### src/rtl/mult_hilo_unit.sv
// mult_hilo_unit: iterative shift-add signed multiplier that owns the HI/LO
// architectural registers and stalls MFHI/MFLO while a product is in flight.
// Optional feature macro: MULT_UNSIGNED_EN adds the unsigned_op input (MULTU).
module mult_hilo_unit #(
    parameter int WIDTH          = 32,
    parameter int BITS_PER_CYCLE = 1
) (
    input  logic             clk,
    input  logic             rst_n,
`ifdef MULT_UNSIGNED_EN
    input  logic             unsigned_op,
`endif
    input  logic             start,
    input  logic [WIDTH-1:0] op_a,
    input  logic [WIDTH-1:0] op_b,
    input  logic             mf_req,
    output logic             busy,
    output logic             stall,
    output logic             done,
    output logic [WIDTH-1:0] hi,
    output logic [WIDTH-1:0] lo
);

    localparam int STEPS = WIDTH / BITS_PER_CYCLE;
    localparam int CW    = $clog2(STEPS + 1);
    localparam int BPC   = BITS_PER_CYCLE;

    if (!((BPC == 1) || (BPC == 2) || (BPC == 4)) || (WIDTH % BPC != 0)) begin : g_bad_cfg
        $error("mult_hilo_unit: BITS_PER_CYCLE must be 1, 2 or 4 and divide WIDTH");
    end

    typedef enum logic [1:0] {
        IDLE,
        RUN,
        FIX
    } state_t;

    state_t               state;
    state_t               state_nxt;
    logic [CW-1:0]        cnt;
    logic [2*WIDTH-1:0]   prod;
    logic [WIDTH-1:0]     mcand;
    logic                 neg;

    logic                 signed_op;
    logic [WIDTH-1:0]     a_mag;
    logic [WIDTH-1:0]     b_mag;
    logic                 neg_nxt;
    logic [WIDTH+BPC-1:0] upper;
    logic [2*WIDTH-1:0]   prod_step;
    logic [2*WIDTH-1:0]   prod_fix;

`ifdef MULT_UNSIGNED_EN
    assign signed_op = ~unsigned_op;
`else
    assign signed_op = 1'b1;
`endif

    assign busy  = (state != IDLE);
    assign stall = mf_req & busy;

    // Operand magnitudes and result sign; |most-negative| falls out as 2^(WIDTH-1) unsigned
    always_comb begin
        a_mag   = op_a;
        b_mag   = op_b;
        neg_nxt = 1'b0;
        if (signed_op) begin
            if (op_a[WIDTH-1]) a_mag = ~op_a + WIDTH'(1);
            if (op_b[WIDTH-1]) b_mag = ~op_b + WIDTH'(1);
            neg_nxt = op_a[WIDTH-1] ^ op_b[WIDTH-1];
        end
    end

    // One shift-add step: the multiplier lives in the low half of prod and is
    // consumed from the bottom while finished product bits shift in from the top
    always_comb begin
        upper     = {{BPC{1'b0}}, prod[2*WIDTH-1:WIDTH]}
                  + ({{BPC{1'b0}}, mcand} * {{WIDTH{1'b0}}, prod[BPC-1:0]});
        prod_step = {upper, prod[WIDTH-1:BPC]};
        prod_fix  = neg ? ((2*WIDTH)'(0) - prod) : prod;
    end

    // State register
    always_ff @(posedge clk or negedge rst_n) begin
        if (!rst_n) state <= IDLE;
        else        state <= state_nxt;
    end

    // Next-state: start always (re)enters RUN, abandoning or following the current op
    always_comb begin
        state_nxt = state;
        case (state)
            IDLE: if (start) state_nxt = RUN;
            RUN: begin
                if (start)         state_nxt = RUN;
                else if (cnt == 1) state_nxt = FIX;
            end
            FIX: state_nxt = start ? RUN : IDLE;
            default: state_nxt = IDLE;
        endcase
    end

    // Datapath: accumulate in RUN, commit HI/LO with done in FIX, reload on start
    always_ff @(posedge clk or negedge rst_n) begin
        if (!rst_n) begin
            cnt   <= '0;
            prod  <= '0;
            mcand <= '0;
            neg   <= 1'b0;
            hi    <= '0;
            lo    <= '0;
            done  <= 1'b0;
        end else begin
            done <= 1'b0;
            case (state)
                RUN: begin
                    prod <= prod_step;
                    cnt  <= cnt - CW'(1);
                end
                FIX: begin
                    hi   <= prod_fix[2*WIDTH-1:WIDTH];
                    lo   <= prod_fix[WIDTH-1:0];
                    done <= 1'b1;
                end
                default: ;
            endcase
            // Load after the RUN update so a restart overrides the in-flight step
            if (start) begin
                prod  <= {{WIDTH{1'b0}}, b_mag};
                mcand <= a_mag;
                neg   <= neg_nxt;
                cnt   <= CW'(STEPS);
            end
        end
    end

endmodule

### config.mk
export PLATFORM = sky130hd
export DESIGN_NAME = mult_hilo_unit
export DESIGN_NICKNAME = d
export VERILOG_FILES = /design/src/rtl/mult_hilo_unit.sv
export SDC_FILE = /design/constraint.sdc
export NUM_CORES = 1
export LEC_CHECK = 0
export CAP_MARGIN = 5
export CELL_PAD_IN_SITES_DETAIL_PLACEMENT = 1
export CELL_PAD_IN_SITES_GLOBAL_PLACEMENT = 1
export CORE_MARGIN = 2
export CORE_UTILIZATION = 48
export CTS_CLUSTER_SIZE = 12
export DETAILED_ROUTE_END_ITERATION = 10
export DONT_BUFFER_PORTS = 1
export PLACE_DENSITY = 0.79
export SLEW_MARGIN = 20
export SYNTH_ARGS = -nofsm -noshare
export SYNTH_HDL_FRONTEND = slang
export SYNTH_SLANG_ARGS = --single-unit
### constraint.sdc
create_clock -name clk -period 4.07 [get_ports clk]
set_clock_uncertainty 0.1 [all_clocks]
set_input_delay 0.407 -clock clk [delete_from_list [all_inputs] [get_ports clk]]
set_output_delay 0.407 -clock clk [all_outputs]
set_load 0.005 [all_outputs]
==> results by group <==
Final layout
  • Fill cell count: ~2800
  • # diodes: 0
  • Area grow syn2layout: 7.41%
  • Reg area: approximately 0.0043 mm²
  • Ratio of cells with drive above 1 in the final layout: about 6.5%
  • Final core utilization: 52.2%
  • Finished Layout Cells: about 1600
  • Nets: 1379
  • Multi-input logic area: 0.00668 mm²
  • Post-route cell area: 0.0121 mm²

Logic synthesis
  • Post-synth EDFFs: 0
  • Primary FF master, synth: dfrtp_1
  • Gate Count Post-Synth: approximately 1300
  • Synth Cell Area: approximately 0.011 mm²
  • Synth Net Count: approximately 1400
  • Avg Inst Size Synth: 8.54 µm²
  • YS warnings: 0
  • Yosys top cell area share: a little under two fifths
  • Area contributors post-synth: dfrtp_1 (38%), xor2_1 (8.1%), nand2_1 (5.4%), o21ai_0 (5.4%), a21oi_1 (4.5%)
  • Area leader, netlist: dfrtp_1
  • Seq/Total Area, Yosys: 37.7%
  • Yosys reg bits: 170
  • Distinct cells, synth: between 60 and 70
  • Post-synth ARST share: between 90% and 100%

Timing
  • Max Slew Vio Count: 0
  • Fin. Hold Viols: 170
  • RSZ-0062 raised after global routing: no
  • Hold WS: -0.451 ns
  • Minimum clock period: ~3.8 ns
  • Fin Setup TNS: 0 ns
  • F_max: roughly 260 MHz
  • Slew of the pin with the lowest slew margin: about 0.86 ns
  • Max-slew headroom: about 43%
  • Final setup violating endpoints: 0
  • Part of the cycle the worst path needs: 93.6%

Critical path
  • Crit path largest cell delay: around 0.7 ns
  • Data required, critical path: between 4 and 5 ns
  • Worst path bufs/invs: 0
  • Worst Path Max Fanout: 18
  • Most used cell, CP: a21oi_1
  • CP arrival: approximately 4 ns
  • CP startpoint kind: register
  • CP Class: reg -> reg
  • Crit. End Element: register
  • Crit-path leading delay family: compound AO/OA/AOI/OAI gates
  • Worst path cell trace: and2_1 -> ha_1 -> a21o_1 -> a21oi_1 -> a21oi_1 -> o31ai_1 -> nand2_1 -> or4b_2 -> a311oi_1
  • Crit path max-delay cell type: or4b_2

Placement
  • Placed inst area: 0.0115 mm²
  • Gpl congestion: slightly below 0.9
  • DPL Wire Length: approximately 23 mm
  • Cell count after placement: 1570
  • Port Buffers: 0

Pwr
  • Comb power frac: a little under two fifths
  • Pint: between 0.003 and 0.004 W
  • Tot Pwr: 0.00679 W
  • Clock share of power: 25.3%
  • P per Cell Area: 559 mW/mm²
  • Lkg Pwr: roughly 5.2 nW
  • Psw: between 0.002 and 0.003 W
  • Peak supply drop: ~320 µV
  • Sw frac: 41.2%
  • Sequential share of power: a little under two fifths

Job
  • Total of max-cap violations: 0

Detailed routing
  • Wire length per cell: between 20 and 25 µm
  • First-pass DRT Iterations: 4
  • Vias per cell: 6.04
  • Detailed Route Iter0 Violations: 555
  • DRC viols: 0
  • Vias: 9702
  • Routed Antenna Nets: 0
  • Final wirelength: 32.4 mm

Clock tree
  • Clock slew at reported path FFs: 0.08 ns
  • Worst skew pair latency: approximately 0.45 ns
  • CTS tree: done
  • Root Driver: clkbuf_16
  • Longest Clk Path Bufs: 2
  • # hold bufs at CTS: 3
  • H-Tree Depth: 4
  • CTS buffer count: 17
  • Clk sink count: between 150 and 200

GRT
  • Largest net degree at the start of global routing: 171
  • Vias in the first global route: between 9000 and 10000
  • Initial antenna violation count: 0
  • GRT Total Usage: between 20 and 30%
  • First-pass GRT wire length: 52.3 mm
  • GRT Residual Overflow: 0

Floorplanning
  • Core Region: 0.0233 mm²
  • Ports: approximately 140
  • Die area: 0.0248 mm²
  • Cell row count: 56
  • Starting Density: 48.6%
  • Die Wd: about 160 µm
  • DIE HEIGHT: 157 µm

Outcome
  • Status: finished with violations
  • Failing checks: hold timing

Worst hold path
  • HP Class: in -> async
## layout by cell type, fill, tap and decap left out, types with 23 or more instances in the layout
| master | count |
|---|---|
| a211oi_1 | 26 |
| a21oi_1 | 102 |
| and2_1 | 52 |
| dfrtp_1 | 169 |
| ha_1 | 37 |
| inv_1 | 23 |
| nand2_1 | 163 |
| nand3_1 | 29 |
| nor2_1 | 82 |
| o21ai_0 | 122 |
| o31ai_1 | 40 |
| xnor2_1 | 30 |
| xor2_1 | 104 |
## cell families after synthesis
kind of cell	share of synthesized area, %
AND/OR/NAND/NOR	21.0
XOR/XNOR	10.4
AO/OA/AOI/OAI	21.6
flip-flops	37.7
buffers and inverters	3.39
adder cells (fa/ha/maj)	4.28
multiplexers	1.72
## power by group through the flow
stage	Sequential [W]	Clock [W]	Combinational, W
5_1_grt	0.00256	0.00181	0.00286
4_1_cts	0.00249	0.00173	0.00255
3_5_place_dp	0.00252	0	0.00249
3_3_place_gp	0.00249	0	0.00240
6_report	0.00250	0.00172	0.00256
2_1_floorplan	0.00233	0	0.00199
## cell usage after synthesis (16+ instances only)
cell        n
and2_1     52
nor2_1     82
nand2_1   163
inv_1      23
a211oi_1   26
nor3_1     22
ha_1       37
nand3_1    29
o41ai_1    19
o31ai_1    40
a21oi_1   102
xnor2_1    30
dfrtp_1   170
o21ai_0   122
xor2_1    104
or3_1      17
mux2i_1    16
clkbuf_1   71
## flip-flops by register name, summed over array words and instances, names as in the netlist
name	flops
prod	64
state	2
mcand	32
done	1
lo	32
neg	1
hi	32
cnt	6
## through the flow
step	setup slack [ns]	hold WS (ns)
floorplan	0.880	0.0114
global placement	0.531	0.0180
detailed placement	0.407	0.0174
CTS	0.314	-0.458
global route	0.0899	-0.469
finish	0.259	-0.451
## layout make-up
type                    instances  area share, %
clock buffers                  17           3.51
clock inverters                15           1.51
inverters                      23          0.712
multi-input cells            1050           55.0
flip-flops and latches        170           35.1
well taps                     319           3.29
repair buffers                 11          0.887
## final timing paths
kind,from,end,slack (ns),cells after the start
max,prod[0],prod[61],0.26,9
min,rst_n,lo[26],-0.45,0
max reg2reg,prod[0],prod[61],0.26,9
min reg2reg,mcand[0],mcand[0],0.40,1
max in group asynchronous,rst_n,lo[23],4.06,0
min in group clk,start,prod[59],0.01,1
## layer usage
layer  routed length, µm  global-route usage [%]
met5                   0                       0
met4                 498                    6.80
met3                1680                    4.93
met2               15200                    44.4
met1               15000                    36.2
## timing repair
item / 4_1_cts / 5_1_grt
gates resized for setup: 0 / 0
buffers inserted: 0 / 0
hold endpoints to repair: 246 / 170
Power figures use the tool's default switching activity.
